--- config.mk ---
export PLATFORM = sky130hd
export DESIGN_NAME = store_narrow_unit
export DESIGN_NICKNAME = d
export VERILOG_FILES = /design/src/rtl/store_narrow_unit.sv
export SDC_FILE = /design/constraint.sdc
export NUM_CORES = 1
export LEC_CHECK = 0
export BUFFER_PORTS_ARGS = -buffer_cell sky130_fd_sc_hd__clkbuf_2
export CORE_MARGIN = 2
export CORE_UTILIZATION = 44
export CTS_CLUSTER_SIZE = 40
export DETAILED_ROUTE_END_ITERATION = 10
export GPL_TIMING_DRIVEN = 0
export MAX_ROUTING_LAYER = met4
export PLACE_DENSITY = 0.82
export SYNTH_ARGS = -nofsm -noshare
export SYNTH_HDL_FRONTEND = slang
export SYNTH_SLANG_ARGS = --single-unit
--- constraint.sdc ---
create_clock -name clk -period 2.9 [get_ports clk]
set_input_delay 0.145 -clock clk [delete_from_list [all_inputs] [get_ports clk]]
set_output_delay 0.145 -clock clk [all_outputs]
set_load 0.02 [all_outputs]
--- src/rtl/store_narrow_unit.sv ---
// store_narrow_unit
// Narrows a 32-bit register value to a byte, halfword or word store. It puts
// the value on the little-endian byte lanes, drives byte enables and runs a
// req/ack write handshake with an optional timeout. Misaligned and illegal
// stores are rejected with a fault pulse, and the memory port is never touched
// for them.
module store_narrow_unit #(
  parameter int TIMEOUT = 16,
  parameter int CNT_W   = 5
) (
  input  logic        clk,
  input  logic        rst_n,
  input  logic        st_valid,
  output logic        st_ready,
  input  logic [31:0] st_addr,
  input  logic [31:0] st_data,
  input  logic [1:0]  st_size,
  output logic        mem_req,
  input  logic        mem_ack,
  output logic [31:0] mem_addr,
  output logic [31:0] mem_wdata,
  output logic [3:0]  mem_be,
  output logic        done,
  output logic        fault,
  output logic        bus_err,
  output logic [31:0] fault_addr
);

  localparam logic [0:0] IDLE = 1'b0;
  localparam logic [0:0] REQ  = 1'b1;

  localparam logic [1:0] SZ_BYTE = 2'b00;
  localparam logic [1:0] SZ_HALF = 2'b01;
  localparam logic [1:0] SZ_WORD = 2'b10;

  // A timeout of zero turns the watchdog off, so the counter compare is then unused.
  localparam bit              TO_EN = (TIMEOUT != 0);
  localparam logic [CNT_W-1:0] LIMIT = CNT_W'(TO_EN ? TIMEOUT - 1 : 0);

  logic [0:0]       state;
  logic [CNT_W-1:0] cnt;

  logic accept;
  logic bad_store;
  logic ack_hit;
  logic limit_hit;

  // Returns 1 when the store cannot be issued: the size code is illegal or
  // the address is not a multiple of the access size.
  function automatic logic is_fault(input logic [1:0] size, input logic [1:0] off);
    logic f;
    f = 1'b0;
    case (size)
      SZ_BYTE: f = 1'b0;
      SZ_HALF: f = off[0];
      SZ_WORD: f = |off;
      default: f = 1'b1;
    endcase
    return f;
  endfunction

  // Replicates the narrowed value across every lane. The memory then picks the
  // lanes through the byte enables, so the data does not depend on the offset.
  function automatic logic [31:0] narrow_wdata(input logic [1:0] size, input logic [31:0] data);
    logic [31:0] w;
    w = data;
    case (size)
      SZ_BYTE: w = {4{data[7:0]}};
      SZ_HALF: w = {2{data[15:0]}};
      default: w = data;
    endcase
    return w;
  endfunction

  // Byte-enable mask. Bit i selects lane i (bits 8i+7:8i).
  function automatic logic [3:0] lane_be(input logic [1:0] size, input logic [1:0] off);
    logic [3:0] be;
    be = 4'b1111;
    case (size)
      SZ_BYTE: be = 4'b0001 << off;
      SZ_HALF: be = off[1] ? 4'b1100 : 4'b0011;
      default: be = 4'b1111;
    endcase
    return be;
  endfunction

  // Decode of the handshake events for the current cycle.
  always_comb begin
    accept    = st_valid && st_ready && (state == IDLE);
    bad_store = is_fault(st_size, st_addr[1:0]);
    ack_hit   = (state == REQ) && mem_ack;
    limit_hit = TO_EN && (state == REQ) && !mem_ack && (cnt == LIMIT);
  end

  // Control path: FSM state, ready, request, timeout counter and result pulses.
  always_ff @(posedge clk or negedge rst_n) begin
    if (!rst_n) begin
      state    <= IDLE;
      st_ready <= 1'b0;
      mem_req  <= 1'b0;
      cnt      <= '0;
      done     <= 1'b0;
      fault    <= 1'b0;
      bus_err  <= 1'b0;
    end else begin
      done    <= 1'b0;
      fault   <= 1'b0;
      bus_err <= 1'b0;
      case (state)
        IDLE: begin
          if (!st_ready) begin
            st_ready <= 1'b1;
          end else if (accept) begin
            if (bad_store) begin
              fault <= 1'b1;
            end else begin
              mem_req  <= 1'b1;
              st_ready <= 1'b0;
              cnt      <= '0;
              state    <= REQ;
            end
          end
        end
        REQ: begin
          if (ack_hit) begin
            mem_req  <= 1'b0;
            done     <= 1'b1;
            st_ready <= 1'b1;
            state    <= IDLE;
          end else if (limit_hit) begin
            mem_req  <= 1'b0;
            bus_err  <= 1'b1;
            st_ready <= 1'b1;
            state    <= IDLE;
          end else begin
            cnt <= cnt + 1'b1;
          end
        end
        default: begin
          state    <= IDLE;
          mem_req  <= 1'b0;
          st_ready <= 1'b0;
        end
      endcase
    end
  end

  // Memory-port payload. It is loaded on a legal accept and held through REQ,
  // and the byte enables are cleared when the transaction ends either way.
  always_ff @(posedge clk or negedge rst_n) begin
    if (!rst_n) begin
      mem_addr  <= '0;
      mem_wdata <= '0;
      mem_be    <= '0;
    end else if (accept && !bad_store) begin
      mem_addr  <= {st_addr[31:2], 2'b00};
      mem_wdata <= narrow_wdata(st_size, st_data);
      mem_be    <= lane_be(st_size, st_addr[1:0]);
    end else if (ack_hit || limit_hit) begin
      mem_be    <= '0;
    end
  end

  // Address of the most recent rejected store, kept for the trap handler.
  always_ff @(posedge clk or negedge rst_n) begin
    if (!rst_n) begin
      fault_addr <= '0;
    end else if (accept && bad_store) begin
      fault_addr <= st_addr;
    end
  end

endmodule

==> out/results.txt, run 1 <==
Power density over the cells: 823.8 mW/mm^2
Relative slew slack: 41.42%
Share of cells above drive strength 1: 58.85%
Seq/Total Area, Yosys: 56.83%
Initial antenna violation count: 0
Row Count: 38
Setup crit start kind: flip-flop
Worst-Margin Slew: 0.8787 ns
Dpl ws: 0.7042 ns
Critical setup path kind: flip-flop to flip-flop
Total chip power: 0.005222 W
# DRC: 0
Top cell family by delay on the critical path: simple AND/OR/NAND/NOR gates
Design area: 0.006340 mm^2
Drt via density: 5.075
Share of the synthesized area in the top cell type: 56.83%
# clock sinks: 109
Ys Warns: 0
Die area: 0.01176 mm^2
Crit path largest cell delay: 0.46 ns
Synth cell types: 40
Static leakage: 3.100 nW
Drt wl/cell: 17.04 um
Worst Clk Skew: 0.01176 ns
Final worst slack: 0.6571 ns
First-pass GRT wire length: 17800 um
Setup TNS: 0 ns
Drt pass-1 iters: 9
Critical path, cell by cell: ha_1, and3_1, ha_1, or3b_2, clkbuf_1, a311o_1
I/O pins: 175
Final Hold Fails: 0
Final setup vio count: 0
Crit. End Element: flip-flop
Launch point of the worst path: cnt[0]
Antenna Nets Post-Route: 0
Clock-pin slew on the worst setup and hold paths: 0.12 ns
Die height: 108.4 um
GRT Util Overall: 20.28%
Worst reg2reg path depth: 6
Syn Area/Cell: 14.95 um^2
R2R Setup Slk: 0.66 ns
Min-Delay Path Class: input port to flip-flop
Crit share post-route: 77.34%
Setup bufs post-CTS: 0
DP Wirelength: 8180 um
Max-slew violation count: 0
Worst Path Arrival: 2.51 ns
RR Startpoint: cnt[0]
Slowest cell on the critical path: or3b_2
Core area: 0.01075 mm^2
RePlAce Congestion: 0.8352
RSZ-0062 raised after global routing: no
Area contributors post-synth: dfrtp_1 57%, mux2_2 17%, mux2_4 11%
Die width: 108.4 um
Vias in the first global route: 3437
Area grow syn2layout: 32.09%
Leading area contributor after synthesis: dfrtp_1
Post-synthesis register bit count: 109
Congestion Overflow GR: 0
Crit path required time: 3.17 ns
CTS H-tree depth: 3
Clock Latency Late Sink: 0.38 ns
Syn Std Cell Area: 0.004800 mm^2
Crit path to: cnt[3]
Max-Cap Viols: 0
DRT Wirelength: 11540 um
Maximum VDD drop: 0.3647 mV
Largest net degree at the start of global routing: 110
Via count: 3436
Layout filler cell count: 892
CP max FO: 10
Clock Path Buffers: 2
# nets final: 604
Cells after Synth: 321
DR iter-0 viols: 145
Root Driver: clkbuf_8
PortBufs: 171
ANT cells: 0
CP Buf/Inv Count: 1
CP most frequent cell: ha_1
Clock period minus worst slack: 2.243 ns
Fmax: 445.8 MHz
Cell count along the critical path: 6
CTS Buf Count: 9
Dpl cell area: 0.005843 mm^2
R2r endpoint: cnt[3]
Status: finished clean
CTS tree: yes
Initial core utilization: 44.67%
worst min path at each step:
stage	start	endpoint	slack, ns	depth (start not counted)
global placement	st_addr[19]	fault_addr[19]	0.38	2
floorplan	rst_n	bus_err	-0.15	0
detailed placement	rst_n	mem_wdata[31]	0.32	1
global route	st_addr[3]	mem_addr[3]	0.004	2
finish	st_addr[15]	mem_addr[15]	0.02	2
CTS	st_addr[12]	mem_addr[12]	0.0007	2
flip-flops by register name (all words and copies together), names as in the netlist:
| signal | cells |
|---|---|
| state | 1 |
| fault_addr | 32 |
| done | 1 |
| mem_addr | 30 |
| st_ready | 1 |
| fault | 1 |
| cnt | 5 |
| mem_be | 4 |
| mem_wdata | 32 |
| bus_err | 1 |
| mem_req | 1 |
cells in the mapped netlist:
cell type	n
nor3_4	2
nor2_1	4
and2_1	2
a21oi_2	1
nand4_1	1
o21ai_2	1
mux2_4	35
buf_4	2
ha_1	2
mux2_1	2
buf_2	4
nand2b_1	2
and3_1	2
a21oi_1	1
mux2_2	73
dfrtp_1	109
or3b_2	1
nor3_1	1
nor3b_1	1
a311o_1	1
nand2_1	16
o22ai_1	2
o211ai_1	2
o311ai_0	2
buf_8	3
xor2_1	1
nand3b_1	1
clkbuf_1	3
a22oi_1	2
o21ai_0	12
inv_1	3
buf_6	7
o21ai_1	1
nand4b_1	1
o21a_1	1
and3b_1	2
conb_1	1
nand3_1	5
mux2i_1	8
a31oi_1	1
cell type report:
type,instances,area [um^2],share of cell area [%]
well taps,140,175.2,2.763
multi-input cells,191,1894,29.88
clock inverters,7,92.59,1.460
repair buffers,199,1145,18.06
plain buffers,19,170.2,2.684
flip-flops and latches,109,2728,43.02
inverters,3,11.26,0.1776
clock buffers,9,123.9,1.954
cell families (layout without fill, tap and decap cells):
group           Yosys count  count (layout)  share of synthesized area [%]
compound gates           27              27                          3.571
fa+ha+maj                 2               2                         0.5213
xor+xnor                  1               1                         0.1825
mux                     118             118                          30.21
buf+inv                  22             237                          3.780
flops                   109             109                          56.83
simple gates             41              41                          4.823
other cells               1               2                        0.07813
where the power goes:
| part | total [W] | internal (W) | switching [W] |
|---|---|---|---|
| clock network | 0.000942 | 0.000350 | 0.000592 |
| logic | 0.00201 | 0.000888 | 0.00112 |
| registers | 0.00227 | 0.00199 | 0.000280 |
| total | 0.00522 | 0.00323 | 0.00199 |
cells in the final DEF, fill, tap and decap left out, types with 4 or more instances in the layout:
cell type / netlist / final
dlygate4sd3_1: 0 / 28
nand3_1: 5 / 5
mux2_2: 73 / 73
clkbuf_8: 0 / 10
nand2_1: 16 / 16
buf_6: 7 / 7
buf_2: 4 / 4
o21ai_0: 12 / 12
mux2i_1: 8 / 8
clkinv_8: 0 / 4
mux2_4: 35 / 35
nor2_1: 4 / 4
clkbuf_2: 0 / 170
dfrtp_1: 109 / 109
through the flow:
stage                     cells  hold WS, ns  util [%]
after CTS                   675    0.0007485     58.81
after detailed placement    633       0.3183     54.38
after global placement      633       0.3820     54.30
final                       677      0.01517     59.00
after floorplan             322      -0.1506         -
after global routing        677     0.003868     59.00
routing by layer:
metal | vias to the layer above | part of all wire (%) | routed length [um] | GRT usage (%)
met5 | - | 0 | 0 | -
met4 | 0 | 2.2 | 257 | 6.960
met3 | 23 | 3.9 | 454 | 4.521
met2 | 95 | 52 | 6049 | 33.17
met1 | 1744 | 41 | 4775 | 24.88
li1 | 1574 | - | - | -
worst register-to-register path, delay by kind of cell, from the launching register on:
kind	cells	cell delay, ns
adders and majority gates	2	0.45
and+or+nand+nor	2	0.65
buffers and inverters	1	0.23
AOI/OAI and AO/OA	1	0.37
DFF	1	0.44
what timing repair did:
item | CTS | global route
hold endpoints to repair | 155 | 3
hold buffers | 26 | 2
resized for setup | 0 | 0
(Power assumes the default switching activity.)
==> run 2, diff against run 1 <==
--- a/config.mk
+++ b/config.mk
@@ -12,7 +12,7 @@
 export DETAILED_ROUTE_END_ITERATION = 10
 export GPL_TIMING_DRIVEN = 0
 export MAX_ROUTING_LAYER = met4
-export PLACE_DENSITY = 0.82
+export PLACE_DENSITY = 0.85
 export SYNTH_ARGS = -nofsm -noshare
 export SYNTH_HDL_FRONTEND = slang
 export SYNTH_SLANG_ARGS = --single-unit
==> constraint.sdc (replaced) <==
create_clock -name clk -period 1.8 [get_ports clk]
set_input_delay 0.09 -clock clk [delete_from_list [all_inputs] [get_ports clk]]
set_output_delay 0.09 -clock clk [all_outputs]
set_load 0.02 [all_outputs]
==> run 2 against run 1 <==
  * Global-route usage increased by 0.86 points
  * Non-clock buffer count increased by 21
  * Design area up 3.7%
  * First-iteration DRC count down 12%
  * Count of clock-buffer cells in the layout unchanged
  * Sequential cell count unchanged
  * Combinational power rose by 67%
  * Critical path depth fell by 1
  * Largest cell class unchanged
==> out/results.txt, run 2 (same netlist as run 1, synthesis figures left out) <==
Top Metal Used: met4
Design area: 0.006576 mm^2 (+3.7%)
Largest net degree at the start of global routing: 68 (-38%)
Critical path, cell by cell: ha_2, and3_4, ha_4, or3b_4, a311o_1
Max-slew violation count: 0 (unchanged)
RSZ-0062 raised after global routing: no
Static leakage: 3.211 nW (+3.6%)
Crit. End Element: flip-flop
CTS H-tree depth: 3 (unchanged)
Final worst slack: 0.07403 ns (-0.5830 ns)
Clock Path Buffers: 2 (unchanged)
Area grow syn2layout: 37.02%
Largest registers: fault_addr x32, mem_wdata x32, mem_addr x30
CTS Buf Count: 9 (unchanged)
# DRC: 0 (unchanged)
Fmax: 579.4 MHz (+30%)
Core area: 0.01075 mm^2 (unchanged)
Hold worst-path end: mem_wdata[0]
Drt pass-1 iters: 4 (-5)
R2R Setup Slk: 0.07 ns (-0.58 ns)
ANT cells: 0 (unchanged)
Power density over the cells: 1292 mW/mm^2 (+57%)
Die height: 108.4 um (unchanged)
First-pass GRT wire length: 18400 um (+3.3%)
Dpl cell area: 0.005897 mm^2 (+0.92%)
Die width: 108.4 um (unchanged)
Clock period minus worst slack: 1.726 ns (-0.5170 ns)
Slowest cell on the critical path: dfrtp_1
Worst Path Arrival: 2.00 ns (-0.51 ns)
Die area: 0.01176 mm^2 (unchanged)
Met3 routed WL: 448 um (-1.3%)
Dpl ws: -0.05527 ns (-0.7595 ns)
Vias in the first global route: 3682 (+7.1%)
RR Startpoint: cnt[1]
Crit path required time: 2.07 ns (-1.10 ns)
Final setup vio count: 0 (unchanged)
DRT Wirelength: 11950 um (+3.6%)
DP Wirelength: 8270 um (+1.1%)
DR iter-0 viols: 127 (-12%)
CP Buf/Inv Count: 0 (-1)
Most common cell after layout, fill and taps aside: clkbuf_2
RePlAce Congestion: 0.7758 (-7.1%)
Setup crit start kind: flip-flop
Crit path largest cell delay: 0.41 ns (-0.05 ns)
Relative slew slack: 46.43% (+5.0 points)
Worst hold path depth: 2 (unchanged)
Hold Startpoint: st_data[0]
Via count: 3524 (+2.6%)
Critical setup path kind: flip-flop to flip-flop
Final Hold Fails: 0 (unchanged)
Clock Latency Late Sink: 0.38 ns (about the same)
Worst reg2reg path depth: 5 (-1)
Max-Cap Viols: 0 (unchanged)
Initial antenna violation count: 0 (unchanged)
Row Count: 38 (unchanged)
# clock sinks: 109 (unchanged)
Commonest non-fill, non-tap cells in the layout: 170 x clkbuf_2, 109 x dfrtp_1, 73 x mux2_2, 39 x dlygate4sd3_1, 35 x mux2_4
Top cell family by delay on the critical path: simple AND/OR/NAND/NOR gates
Initial core utilization: 44.67% (unchanged)
Worst Clk Skew: 0.01571 ns (+0.003952 ns)
Drt via density: 5.041 (-0.67%)
CTS tree: yes
Clock-pin slew on the worst setup and hold paths: 0.12 ns (about the same)
Share of cells above drive strength 1: 59.39% (+0.55 points)
Min-Delay Path Class: input port to flip-flop
DRT met1 WL: 4819 um (+0.92%)
Placed insts: 634 (+0.16%)
Maximum VDD drop: 0.7662 mV (+110%)
PortBufs: 171 (unchanged)
Status: finished clean
Congestion Overflow GR: 0 (unchanged)
Drt wl/cell: 17.10 um (+0.34%)
CP max FO: 5 (-5)
Crit share post-route: 95.89% (+19 points)
GRT Util Overall: 21.14% (+0.86 points)
# nets final: 626 (+3.6%)
R2r endpoint: cnt[3]
I/O pins: 175 (unchanged)
Fin cells: 699 (+3.2%)
Antenna Nets Post-Route: 0 (unchanged)
Root Driver: clkbuf_8
DR WL met2: 6373 um (+5.4%)
Worst-Margin Slew: 0.8005 ns (-0.07820 ns)
Layout filler cell count: 870 (-2.5%)
==> run 2: cell count changes in the layout (fill, tap and decap cells not counted), moves of 2 or more <==
cell,change
buf_12,+2
buf_4,+11
clkinv_8,-3
dlygate4sd3_1,+11
ha_1,-2
inv_8,+2
or3b_4,+2
==> run 2: worst max-delay path by stage <==
stage,startpoint,endpoint,slack (ns),cells past startpoint
2_1_floorplan,cnt[1],cnt[3],0.02,6
3_3_place_gp,rst_n,fault_addr[8],-0.75,1
3_5_place_dp,cnt[0],cnt[3],-0.06,6
4_1_cts,state,mem_wdata[31],-0.004,6
5_1_grt,cnt[1],cnt[3],0.01,6
6_report,cnt[1],cnt[3],0.07,5
==> run 2: per-stage QoR <==
step | total power [W] | hold WS, ns | setup TNS, ns | util [%]
2_1_floorplan | 0.005697 | -0.2056 | 0 | -
5_1_grt | 0.008935 | 0.02446 | 0 | 61.20
3_3_place_gp | 0.006778 | 0.3271 | -80.47 | 54.60
3_5_place_dp | 0.006912 | 0.1708 | -0.5050 | 54.88
6_report | 0.008495 | 0.03351 | 0 | 61.20
4_1_cts | 0.008508 | 0.01218 | -0.006755 | 60.56
==> run 2: final cells by class <==
class / count / area (um^2) / share of cell area [%]
Timing Repair Buffer: 221 / 1351 / 20.55
Sequential cell: 109 / 2728 / 41.48
Clock inverter: 7 / 72.57 / 1.104
Tap cell: 140 / 175.2 / 2.664
Buffer: 18 / 182.7 / 2.778
Multi-Input combinational cell: 192 / 1932 / 29.38
Clock buffer: 9 / 123.9 / 1.884
Inverter: 3 / 11.26 / 0.1712
==> run 2: routing by layer <==
| metal | up-vias | global-route usage (%) |
|---|---|---|
| met5 | - | - |
| met3 | 26 | 3.014 |
| met1 | 1769 | 24.41 |
| li1 | 1613 | - |
| met4 | 0 | 9.615 |
| met2 | 116 | 36.43 |
==> run 2: power breakdown <==
group          switching [W]  leakage (nW)  total, W  internal, W
clock network       0.000932         0.102   0.00148     0.000551
logic                0.00183          1.81   0.00335      0.00152
registers           0.000454          1.30   0.00367      0.00321
total                0.00322          3.21   0.00849      0.00528
==> run 2: repair_timing <==
item / 4_1_cts / 5_1_grt
hold buffers: 39 / 0
endpoints found under the setup margin: 33 / 55
resized for setup: 0 / 7
gates cloned: 0 / 1
endpoints found under the hold margin: 110 / 0
setup buffers: 5 / 5
pin swaps: 1 / 1
